<file path="config.mk">
export PLATFORM = sky130hd
export DESIGN_NAME = simframe_pattern_seq
export DESIGN_NICKNAME = d
export VERILOG_FILES = /design/src/rtl/simframe_pattern_seq.sv
export SDC_FILE = /design/constraint.sdc
export NUM_CORES = 1
export LEC_CHECK = 0
export BUFFER_PORTS_ARGS = -buffer_cell sky130_fd_sc_hd__clkbuf_2
export CORE_MARGIN = 1
export CORE_UTILIZATION = 24
export DETAILED_ROUTE_END_ITERATION = 16
export PLACE_DENSITY_LB_ADDON = 0.12
export SYNTH_ARGS = -nofsm -noshare
export SYNTH_HDL_FRONTEND = slang
export SYNTH_SLANG_ARGS = --single-unit
</file>
<file path="constraint.sdc">
create_clock -name clk -period 6 [get_ports clk]
set_input_delay 1.2 -clock clk [delete_from_list [all_inputs] [get_ports clk]]
set_output_delay 1.2 -clock clk [all_outputs]
set_load 0.02 [all_outputs]
</file>
<file path="src/rtl/simframe_pattern_seq.sv">
// simframe_pattern_seq
// Pattern source for the simulated-frame generator. It emits one PATTERN_WIDTH word
// per frame on an AXI-Stream master. The sequence is programmable: start value, step
// rule, and frame count (0 means continuous until STOP).
//
// Optional feature: define SIMFRAME_SEQ_GAP_EN to insert GAP_CYCLES idle cycles
// between frames. Without it, words are always sent back-to-back.
//
// Ports:
//   clk, reset          clock and asynchronous active-high reset
//   START, STOP         1-cycle control strobes (START latches the configuration)
//   FIRST_PATTERN       first word of the sequence
//   PATTERN_STEP        increment used in mode 0
//   MODE                0=add, 1=rotate-left, 2=invert, 3=hold
//   FRAME_COUNT         frames per run (0 = continuous)
//   GAP_CYCLES          idle cycles between frames (gap build only)
//   AXIS_OUT_*          pattern stream master
//   BUSY                high while a run is active
//   FRAMES_SENT         handshakes completed this run; saturates
module simframe_pattern_seq #(
    parameter int unsigned PATTERN_WIDTH = 32
) (
    input  logic                     clk,
    input  logic                     reset,
    input  logic                     START,
    input  logic                     STOP,
    input  logic [PATTERN_WIDTH-1:0] FIRST_PATTERN,
    input  logic [PATTERN_WIDTH-1:0] PATTERN_STEP,
    input  logic [1:0]               MODE,
    input  logic [31:0]              FRAME_COUNT,
    input  logic [15:0]              GAP_CYCLES,
    output logic [PATTERN_WIDTH-1:0] AXIS_OUT_TDATA,
    output logic                     AXIS_OUT_TVALID,
    input  logic                     AXIS_OUT_TREADY,
    output logic                     BUSY,
    output logic [31:0]              FRAMES_SENT
);

    localparam int unsigned PW = PATTERN_WIDTH;

    localparam logic [1:0] IDLE = 2'd0;
    localparam logic [1:0] SEND = 2'd1;
`ifdef SIMFRAME_SEQ_GAP_EN
    localparam logic [1:0] GAP  = 2'd2;
`endif

    logic [1:0]    state, state_nxt;
    logic [PW-1:0] tdata, tdata_nxt;
    logic          tvalid, tvalid_nxt;
    logic          busy, busy_nxt;
    logic [31:0]   frames, frames_nxt;
    logic          stop_req, stop_req_nxt;
    logic [PW-1:0] step_q, step_nxt;
    logic [1:0]    mode_q, mode_nxt;
    logic [31:0]   count_q, count_nxt;
    logic [PW-1:0] next_word;
    logic          last_frame;

`ifdef SIMFRAME_SEQ_GAP_EN
    logic [15:0]   gap_q, gap_nxt;
    logic [15:0]   gap_cnt, gap_cnt_nxt;
`else
    logic          unused_gap_cycles;
    assign unused_gap_cycles = ^GAP_CYCLES;
`endif

    // Next word of the sequence, derived from the word currently presented
    always_comb begin
        next_word = tdata;
        case (mode_q)
            2'd0:    next_word = tdata + step_q;
            2'd1:    next_word = {tdata[PW-2:0], tdata[PW-1]};
            2'd2:    next_word = ~tdata;
            default: next_word = tdata;
        endcase
    end

    // The 33-bit compare keeps a saturated counter from wrapping into a false match
    assign last_frame = (count_q != 32'd0) &&
                        (({1'b0, frames} + 33'd1) == {1'b0, count_q});

    // Next-state and output logic
    always_comb begin
        state_nxt    = state;
        tdata_nxt    = tdata;
        tvalid_nxt   = tvalid;
        busy_nxt     = busy;
        frames_nxt   = frames;
        stop_req_nxt = stop_req;
        step_nxt     = step_q;
        mode_nxt     = mode_q;
        count_nxt    = count_q;
`ifdef SIMFRAME_SEQ_GAP_EN
        gap_nxt      = gap_q;
        gap_cnt_nxt  = gap_cnt;
`endif
        case (state)
            IDLE: begin
                if (START && !STOP) begin
                    step_nxt     = PATTERN_STEP;
                    mode_nxt     = MODE;
                    count_nxt    = FRAME_COUNT;
`ifdef SIMFRAME_SEQ_GAP_EN
                    gap_nxt      = GAP_CYCLES;
`endif
                    tdata_nxt    = FIRST_PATTERN;
                    tvalid_nxt   = 1'b1;
                    busy_nxt     = 1'b1;
                    frames_nxt   = 32'd0;
                    stop_req_nxt = 1'b0;
                    state_nxt    = SEND;
                end
            end
            SEND: begin
                if (STOP) stop_req_nxt = 1'b1;
                if (AXIS_OUT_TREADY) begin
                    frames_nxt = (frames == 32'hFFFF_FFFF) ? frames : frames + 32'd1;
                    tdata_nxt  = next_word;
                    if (last_frame || stop_req || STOP) begin
                        tvalid_nxt   = 1'b0;
                        busy_nxt     = 1'b0;
                        stop_req_nxt = 1'b0;
                        state_nxt    = IDLE;
                    end
`ifdef SIMFRAME_SEQ_GAP_EN
                    else if (gap_q != 16'd0) begin
                        tvalid_nxt  = 1'b0;
                        gap_cnt_nxt = gap_q;
                        state_nxt   = GAP;
                    end
`endif
                end
            end
`ifdef SIMFRAME_SEQ_GAP_EN
            GAP: begin
                if (STOP) begin
                    busy_nxt     = 1'b0;
                    stop_req_nxt = 1'b0;
                    state_nxt    = IDLE;
                end else if (gap_cnt == 16'd1) begin
                    tvalid_nxt = 1'b1;
                    state_nxt  = SEND;
                end else begin
                    gap_cnt_nxt = gap_cnt - 16'd1;
                end
            end
`endif
            default: begin
                tvalid_nxt = 1'b0;
                busy_nxt   = 1'b0;
                state_nxt  = IDLE;
            end
        endcase
    end

    // State and output registers
    always_ff @(posedge clk or posedge reset) begin
        if (reset) begin
            state    <= IDLE;
            tdata    <= '0;
            tvalid   <= 1'b0;
            busy     <= 1'b0;
            frames   <= 32'd0;
            stop_req <= 1'b0;
            step_q   <= '0;
            mode_q   <= 2'd0;
            count_q  <= 32'd0;
`ifdef SIMFRAME_SEQ_GAP_EN
            gap_q    <= 16'd0;
            gap_cnt  <= 16'd0;
`endif
        end else begin
            state    <= state_nxt;
            tdata    <= tdata_nxt;
            tvalid   <= tvalid_nxt;
            busy     <= busy_nxt;
            frames   <= frames_nxt;
            stop_req <= stop_req_nxt;
            step_q   <= step_nxt;
            mode_q   <= mode_nxt;
            count_q  <= count_nxt;
`ifdef SIMFRAME_SEQ_GAP_EN
            gap_q    <= gap_nxt;
            gap_cnt  <= gap_cnt_nxt;
`endif
        end
    end

    assign AXIS_OUT_TDATA  = tdata;
    assign AXIS_OUT_TVALID = tvalid;
    assign BUSY            = busy;
    assign FRAMES_SENT     = frames;

endmodule

</file>
==> impl_metrics.tcl, run 1 <==
set metrics [dict create \
    track_usage 0.1689 \
    rsz0062_at_grt "false" \
    drcViolationCount 0 \
    hpwl_um 22280 \
    hold_violations 0 \
    place_congestion 0.7601 \
    root_buffer "clkbuf_16" \
    critPathArrivalTime_ns 3.86 \
    crit_required_ns 6.33 \
    ys.flop_type "dfrtp_1" \
    hold_slack_ns 0.4830 \
    final_common_cell "nand2_1" \
    floorplan.initialDensity 0.2438 \
    yosysSeqAreaShare 0.3700 \
    area_growth_pct 21.02 \
    maxCapViolations 0 \
    path_clk_slew_ns 0.07 \
    pre_cts_slack_ns 2.191 \
    fin_crit_sh 0.5878 \
    tritoncts "built" \
    cp_max_fo 41 \
    clock_latency_ns 0.44 \
    layout.nets 1395 \
    cts_hold_buf 0 \
    synth_edf_count 0 \
    setup_ws_ns 2.473 \
    use_met2 0.2858 \
    drive_gt1_frac 0.1979 \
    drt_iter0_drc 382 \
    setup_viol 0 \
    total_power_w 0.005355 \
    postSynthAreaPerCell_um2 8.064 \
    ir_worst_vdd_mv 0.1954 \
    fill_cells 3983 \
    portBuffers 168 \
    syn_area_um2 8927 \
    n_antenna_cell 0 \
    gr-usage-met3 0.03297 \
    wl_per_cell_um 18.27 \
    synthCells 1107 \
    p_leak_nw 5.070 \
    grt_pass1_wl_um 48980 \
    syn_nets 1262 \
    row_count 70 \
    postCtsSetupBuffers 0 \
    timing.final.max_slew_violations 0 \
    worst_setup_path_end_kind "flip-flop" \
    ant_nets 0 \
    die_area_um2 37970 \
    async_reset_ff_frac 1.000 \
    dr_total_vias 8297 \
    fmax_mhz 283.5 \
    ctsResizeCount 0 \
    min_path_cells 2 \
    fp.coreArea_um2 36610 \
    wl_um 31440 \
    yosysWarnings 0 \
    die_h_um 194.9 \
    max-slew-margin-rel 0.2897 \
    worstMarginPinSlew_ns 1.063 \
    cts_max_path_buffers 2 \
    clock_sinks 132 \
    grt_max_degree 92 \
    antenna_found_initial 0 \
    layout_common_cells "nand2_1, clkbuf_2, dfrtp_1" \
    post_drt_via_cell_ratio 4.821 \
    critPathKind "flip-flop to flip-flop" \
    status "complete, no violations" \
    top_usage_layer "met2" \
    layout.cells.non_filler 1721 \
    synth_seq_cells 132 \
    io_pins 185 \
    grt_overflow 0 \
    firstDrtPassIters 4 \
    ys_types 78 \
    skew_ns 0.01056 \
    dpl.cell_count 1689 \
    grt_util_met1 0.2184 \
    r2r_cells 10 \
    cts_buffers 17 \
    first_global_vias 8341 \
    setup_tns_ns 0 \
    p_per_area_nw_per_um2 495.7 \
    die_x_um 194.9 \
    hold_class "flip-flop to flip-flop" \
    h-tree-depth 4 \
    period_needed_ns 3.527 \
    startpoint_type "flip-flop" \
]
[Yosys cell counts (all sizes together) (5+ instances only)]
| library cell | n | area share |
|---|---|---|
| o211ai | 15 | 0.013 |
| a21o | 11 | 0.0093 |
| a21oi | 68 | 0.039 |
| dfrtp | 132 | 0.37 |
| mux2i | 10 | 0.011 |
| a2bb2oi | 7 | 0.0069 |
| nand3 | 32 | 0.021 |
| nand4 | 15 | 0.013 |
| inv | 31 | 0.013 |
| nor2 | 36 | 0.018 |
| o21bai | 5 | 0.0042 |
| a211oi | 8 | 0.0073 |
| nand2b | 5 | 0.0035 |
| nor4 | 10 | 0.0094 |
| xor2 | 22 | 0.022 |
| xnor2 | 55 | 0.054 |
| a31oi | 8 | 0.0077 |
| nand2 | 311 | 0.13 |
| buf | 15 | 0.011 |
| ha | 35 | 0.049 |
| a22o | 16 | 0.016 |
| o21ai | 100 | 0.056 |
| o22ai | 7 | 0.0049 |
| nor3 | 23 | 0.015 |
| clkbuf | 47 | 0.020 |
| and3 | 14 | 0.010 |
[sequential cells by signal (all words and copies together) (netlist names)]
signal	cells
mode_q	2
AXIS_OUT_TDATA	32
stop_req	1
step_q	32
BUSY	1
count_q	32
FRAMES_SENT	32
[cells by family after synthesis]
| kind of cell | count (synthesis) | synth area share |
|---|---|---|
| flip-flops | 132 | 0.3700 |
| multiplexers | 11 | 0.01247 |
| XOR/XNOR | 77 | 0.07554 |
| adder cells (fa/ha/maj) | 36 | 0.05130 |
| AO/OA/AOI/OAI | 286 | 0.2035 |
| AND/OR/NAND/NOR | 470 | 0.2422 |
| buffers and inverters | 95 | 0.04499 |
[report_power, final]
part           internal [W]  switching, W
Sequential          0.00117      0.000394
Clock              0.000748      0.000441
Combinational       0.00101       0.00159
[final timing paths]
kind | startpoint | to | slack, ns
worst max register to register | FRAMES_SENT[18] | FRAMES_SENT[15] | 2.47
max in group asynchronous | reset | count_q[9] | 3.90
min in group asynchronous | reset | count_q[27] | 0.95
worst min-delay path | step_q[9] | step_q[9] | 0.48
worst max-delay path | FRAMES_SENT[18] | FRAMES_SENT[15] | 2.47
worst min register to register | step_q[9] | step_q[9] | 0.48
[routing by layer]
layer / up-vias / wire length (µm)
met2: 155 / 15170
li1: 4130 / -
met5: - / 0
met4: 0 / 437
met3: 22 / 988
met1: 3990 / 14840
[critical path, stage by stage, from the launching register on]
cell and delay [ns]:
dfrtp_1 0.56, nand3_2 0.25, nor4_4 0.38, nand4_1 0.17, nor2_1 0.24, and2_1 0.23, a31oi_2 0.23, nor2_4 0.87
nor3_1 0.11, a21o_1 0.19, a22o_1 0.17
[layout make-up]
class | instances | area [µm²] | area share
flip-flops and latches | 132 | 3304 | 0.3058
clock inverters | 13 | 206.4 | 0.01911
multi-input cells | 880 | 5235 | 0.4845
well taps | 468 | 585.6 | 0.05420
clock buffers | 19 | 442.9 | 0.04100
repair buffers | 176 | 900.9 | 0.08338
inverters | 33 | 128.9 | 0.01193
[through the flow]
step,util,instance area (µm²)
after global placement,0.2774,10150
after global routing,0.2951,10800
after floorplan,-,8927
after detailed placement,0.2774,10150
after CTS,0.2951,10800
final,0.2951,10800
No activity file was read; power rests on OpenSTA's default activity.
==> inputs of run 2 (changes only) <==
==> constraint.sdc (replaced) <==
create_clock -name clk -period 3.65 [get_ports clk]
set_input_delay 0.73 -clock clk [delete_from_list [all_inputs] [get_ports clk]]
set_output_delay 0.73 -clock clk [all_outputs]
set_load 0.02 [all_outputs]
==> run 2 against run 1 <==
Against the previous run: sequential power increased by 63%; count of clock-buffer cells in the layout increased by 1; via count increased by 0.51%; global-route usage increased by 0.20 points; final area increased by 1.2%; flip-flop and latch count unchanged; die area unchanged; worst setup slack got worse by 2.0 ns; final cell count increased by 0.58%; critical path type unchanged; largest cell class unchanged; largest power group unchanged; highest routed layer unchanged.
==> impl_metrics.tcl, run 2 (synthesis results as in run 1) <==
set metrics [dict create \
    status "complete, no violations" \
    grt_util_met1 0.2203 \
    io_pins 185 \
    slowest_delay_ns 0.44 \
    cts_hold_buf 0 \
    rrSetupSlack_ns 0.45 \
    cts_buffers 17 \
    drcViolationCount 0 \
    startpoint "AXIS_OUT_TDATA[14]" \
    cts_max_path_buffers 2 \
    final_common_cell "nand2_1" \
    max-slew-margin-rel 0.3455 \
    fp.coreArea_um2 36610 \
    die_area_um2 37970 \
    row_count 70 \
    skew_ns 0.01082 \
    maxCapViolations 0 \
    crit_required_ns 3.98 \
    wl_per_cell_um 18.29 \
    layout.cells.non_filler 1731 \
    floorplan.initialDensity 0.2438 \
    track_usage 0.1709 \
    area_growth_pct 22.48 \
    clock_sinks 132 \
    critPathKind "flip-flop to flip-flop" \
    cp_slowest_cell "dfrtp_1" \
    clock_latency_ns 0.44 \
    use_met2 0.2894 \
    grt_max_degree 133 \
    root_buffer "clkbuf_16" \
    fin_crit_sh 0.8776 \
    setup_viol 0 \
    layout_common_cells "nand2_1, clkbuf_2, dfrtp_1" \
    antenna_found_initial 0 \
    grt_pass1_wl_um 49340 \
    utilization 0.2987 \
    path_cells "ha_1 -> a21oi_1 -> o21ai_0 -> a211oi_1 -> nand3_1 -> a31oi_1 -> o21ai_0 -> a21oi_1 -> o21bai_1 -> xor2_1 -> a221o_1" \
    critPathTopFamily "compound AO/OA/AOI/OAI gates" \
    die_h_um 194.9 \
    p_leak_nw 5.139 \
    cp_num_buf_inv 0 \
    place_area_um2 10270 \
    period_needed_ns 3.203 \
    die_x_um 194.9 \
    h-tree-depth 4 \
    timing.rr.end "AXIS_OUT_TDATA[29]" \
    place_congestion 0.7530 \
    setup_tns_ns 0 \
    r2r_cells 11 \
    hpwl_um 22470 \
    dr_total_vias 8339 \
    worst_setup_path_end_kind "flip-flop" \
    dpl.cell_count 1699 \
    drive_gt1_frac 0.2051 \
    layout.nets 1405 \
    drt_iter0_drc 385 \
    wl_um 31660 \
    hold_class "primary input to asynchronous set/reset pin" \
    cp_max_fo 7 \
    timing.final.max_slew_violations 0 \
    startpoint_type "flip-flop" \
    portBuffers 168 \
    tritoncts "built" \
    critPathArrivalTime_ns 3.53 \
    hold_violations 0 \
    post_drt_via_cell_ratio 4.817 \
    worstMarginPinSlew_ns 0.9806 \
    rsz0062_at_grt "false" \
    ant_nets 0 \
    grt_overflow 0 \
    endpoint "AXIS_OUT_TDATA[29]" \
    ir_worst_vdd_mv 0.3093 \
    first_global_vias 8316 \
    fmax_mhz 312.2 \
    firstDrtPassIters 4 \
    final_area_um2 10930 \
    ctsResizeCount 0 \
    top_usage_layer "met2" \
    postCtsSetupBuffers 0 \
    hold_slack_ns 0.4750 \
    reg2reg_from "AXIS_OUT_TDATA[14]" \
    path_clk_slew_ns 0.07 \
    crit_cells 11 \
    n_antenna_cell 0 \
    p_per_area_nw_per_um2 814.8 \
    gr-usage-met3 0.03349 \
]
run 2: cell count changes in the layout (fill, tap and decap cells not counted):
cell        previous run  this run
clkinvlp_4             2         3
clkinv_2               3         2
buf_4                  8        15
buf_12                 0         3
clkbuf_1               1         0
clkbuf_8               1         3
inv_6                  1         0
run 2: final cells by class:
class / instances / area [µm²]
repair buffers: 186 / 1013
inverters: 33 / 127.6
clock buffers: 20 / 466.7
flip-flops and latches: 132 / 3304
well taps: 468 / 585.6
multi-input cells: 880 / 5235
fillers: 4016 / 25680
clock inverters: 12 / 201.4
run 2: worst reg2reg max path: stages, from the launching register on:
cell and delay (ns):
dfrtp_1 0.44, ha_1 0.42, a21oi_1 0.23, o21ai_0 0.14
a211oi_1 0.24, nand3_1 0.26, a31oi_1 0.37, o21ai_0 0.26
a21oi_1 0.20, o21bai_1 0.08, xor2_1 0.14, a221o_1 0.31
run 2: routing by layer:
layer	up-vias	wire length, µm	part of all wire
li1	4160	-	-
met1	3986	14710	0.46
met2	173	15380	0.49
met3	20	1146	0.036
met4	0	421	0.013
met5	-	0	0
run 2: power by group:
part           leakage [nW]  internal, W  switching [W]
clock network         0.322      0.00127       0.000734
logic                  3.15      0.00171        0.00266
registers              1.67      0.00192       0.000621
total                  5.14      0.00490        0.00401
run 2: per-stage QoR:
step                total power [W]  setup WS (ns)
finish                     0.008909         0.4469
global route               0.009619         0.2434
CTS                        0.009031         0.4539
detailed placement         0.006961         0.4653
global placement           0.006957         0.5310
floorplan                  0.005566         0.7923
run 2: worst min-delay path by stage:
stage | startpoint | slack, ns | to | depth (start not counted)
after detailed placement | step_q[17] | 0.47 | step_q[17] | 2
after floorplan | step_q[0] | 0.45 | step_q[0] | 2
after global routing | PATTERN_STEP[11] | 0.45 | step_q[11] | 3
final | reset | 0.48 | count_q[23] | 3
after CTS | FRAME_COUNT[13] | 0.45 | count_q[13] | 3
after global placement | step_q[25] | 0.48 | step_q[25] | 2
==> inputs of run 3 (changes only) <==
--- a/config.mk
+++ b/config.mk
@@ -8,6 +8,7 @@
 export BUFFER_PORTS_ARGS = -buffer_cell sky130_fd_sc_hd__clkbuf_2
 export CORE_MARGIN = 1
 export CORE_UTILIZATION = 24
+export CTS_BUF_LIST = sky130_fd_sc_hd__clkbuf_16
 export DETAILED_ROUTE_END_ITERATION = 16
 export PLACE_DENSITY_LB_ADDON = 0.12
 export SYNTH_ARGS = -nofsm -noshare
==> run 3 against run 2 <==
Against the previous run: clock power shrank 3%; sequential share of layout area grew 0.083 points; via count shrank 0.37%; largest cell class unchanged; final area shrank 0.27%; die area is the same; fmax shrank 0.21%; critical endpoint unchanged; register-to-register slack is essentially flat; sequential power is essentially flat; highest routed layer unchanged; flip-flop and latch count is the same.
==> impl_metrics.tcl, run 3 (synthesis results as in run 1) <==
set metrics [dict create \
    path_clk_slew_ns 0.06 \
    skew_ns 0.01194 \
    intPower_w 0.004832 \
    ir_worst_vdd_mv 0.3103 \
    area_growth_pct 22.14 \
    layout.nets 1405 \
    p_seq_frac 0.288 \
    period_needed_ns 3.210 \
    portBuffers 168 \
    r2r_cells 11 \
    worstMarginPinSlew_ns 0.9660 \
    setup_tns_ns 0 \
    fmax_mhz 311.5 \
    clock_sinks 132 \
    endpoint "AXIS_OUT_TDATA[29]" \
    dr_total_vias 8308 \
    cp_slowest_cell "dfrtp_1" \
    grt_pass1_wl_um 49310 \
    hpwl_um 22470 \
    cp_max_fo 7 \
    critPathKind "flip-flop to flip-flop" \
    post_drt_via_cell_ratio 4.800 \
    p_per_area_nw_per_um2 810.4 \
    p_sw_frac 0.4532 \
    crit_cells 11 \
    p_comb_frac 0.494 \
    reg2reg_from "AXIS_OUT_TDATA[14]" \
    grt_max_degree 133 \
    wl_per_cell_um 18.30 \
    cts_buffers 17 \
    die_h_um 194.9 \
    critPathArrivalTime_ns 3.54 \
    slowest_delay_ns 0.44 \
    setup_viol 0 \
    track_usage 0.1707 \
    rrSetupSlack_ns 0.44 \
    n_antenna_cell 0 \
    floorplan.initialDensity 0.2438 \
    fin_crit_sh 0.8794 \
    ctsResizeCount 0 \
    h-tree-depth 4 \
    worst_setup_path_end_kind "flip-flop" \
    root_buffer "clkbuf_16" \
    cts_max_path_buffers 2 \
    antenna_found_initial 0 \
    io_pins 185 \
    ant_nets 0 \
    p_leak_nw 5.122 \
    drive_gt1_frac 0.2027 \
    startpoint_type "flip-flop" \
    max-slew-margin-rel 0.3553 \
    path_cells "ha_1 -> a21oi_1 -> o21ai_0 -> a211oi_1 -> nand3_1 -> a31oi_1 -> o21ai_0 -> a21oi_1 -> o21bai_1 -> xor2_1 -> a221o_1" \
    startpoint "AXIS_OUT_TDATA[14]" \
    drcViolationCount 0 \
    grt_overflow 0 \
    place_area_um2 10270 \
    tritoncts "built" \
    die_area_um2 37970 \
    hold_slack_ns 0.4760 \
    cts_hold_buf 0 \
    crit_required_ns 3.98 \
    maxCapViolations 0 \
    layout_common_cells "nand2_1, clkbuf_2, dfrtp_1" \
    final_common_cell "nand2_1" \
    power.switching_w 0.004005 \
    hold_violations 0 \
    timing.rr.end "AXIS_OUT_TDATA[29]" \
    fill_cells 4019 \
    first_global_vias 8324 \
    fp.coreArea_um2 36610 \
    wl_um 31680 \
    hold_class "primary input to flip-flop" \
    cp_num_buf_inv 0 \
    row_count 70 \
    postCtsSetupBuffers 0 \
    firstDrtPassIters 5 \
    status "complete, no violations" \
    rsz0062_at_grt "false" \
    timing.final.max_slew_violations 0 \
    drt_iter0_drc 372 \
    place_congestion 0.7530 \
    die_x_um 194.9 \
    critPathTopFamily "compound AO/OA/AOI/OAI gates" \
    clkPwrFrac 0.219 \
    final_area_um2 10900 \
    clock_latency_ns 0.44 \
]
==> run 3: cell count changes in the layout (fill, tap and decap cells not counted), sizes merged <==
cell,previous run,this run
clkinv,7,10
clkbuf,188,185
==> run 3: metal layers <==
metal  vias to the layer above  wire, µm  GRT usage
li1                       4158         -          -
met1                      3969     14810     0.2202
met2                       163     15400     0.2889
met3                        18      1067    0.03349
met4                         0       408    0.04724
met5                         -         0          0
==> run 3: how the worst min path moves through the flow <==
stage,from,endpoint,slack [ns],depth (start not counted)
final,FRAME_COUNT[13],count_q[13],0.48,3
after global routing,PATTERN_STEP[11],step_q[11],0.45,3
after CTS,PATTERN_STEP[11],step_q[11],0.45,3
after detailed placement,step_q[17],step_q[17],0.47,2
after global placement,step_q[25],step_q[25],0.48,2
after floorplan,step_q[0],step_q[0],0.45,2
==> run 3: final cells by class <==
type | count | area [µm²] | area share
well taps | 468 | 585.6 | 0.05370
clock inverters | 15 | 212.7 | 0.01951
repair buffers | 186 | 1013 | 0.09294
clock buffers | 17 | 425.4 | 0.03901
multi-input cells | 880 | 5235 | 0.4801
inverters | 33 | 127.6 | 0.01170
flip-flops and latches | 132 | 3304 | 0.3030
==> run 3: worst register-to-register path, stage by stage (launching register included) <==
cell and delay (ns):
dfrtp_1 0.44, ha_1 0.42, a21oi_1 0.23, o21ai_0 0.14, a211oi_1 0.24, nand3_1 0.26, a31oi_1 0.38, o21ai_0 0.26
a21oi_1 0.20, o21bai_1 0.08, xor2_1 0.14, a221o_1 0.31
==> run 3: stage by stage <==
step / instances / util / power [W] / setup slack [ns]
detailed placement: 1699 / 0.2804 / 0.006961 / 0.4653
global placement: 1699 / 0.2804 / 0.006957 / 0.5310
CTS: 1731 / 0.2978 / 0.008963 / 0.4539
global route: 1731 / 0.2978 / 0.009552 / 0.2434
finish: 1731 / 0.2978 / 0.008837 / 0.4401
floorplan: 1107 / - / 0.005566 / 0.7923
==> run 3: power groups by stage <==
stage               registers [W]  logic (W)  clock network (W)
finish                    0.00254    0.00436            0.00193
global route              0.00263    0.00487            0.00205
CTS                       0.00255    0.00442            0.00199
detailed placement        0.00257    0.00439                  0
global placement          0.00257    0.00438                  0
floorplan                 0.00262    0.00295                  0
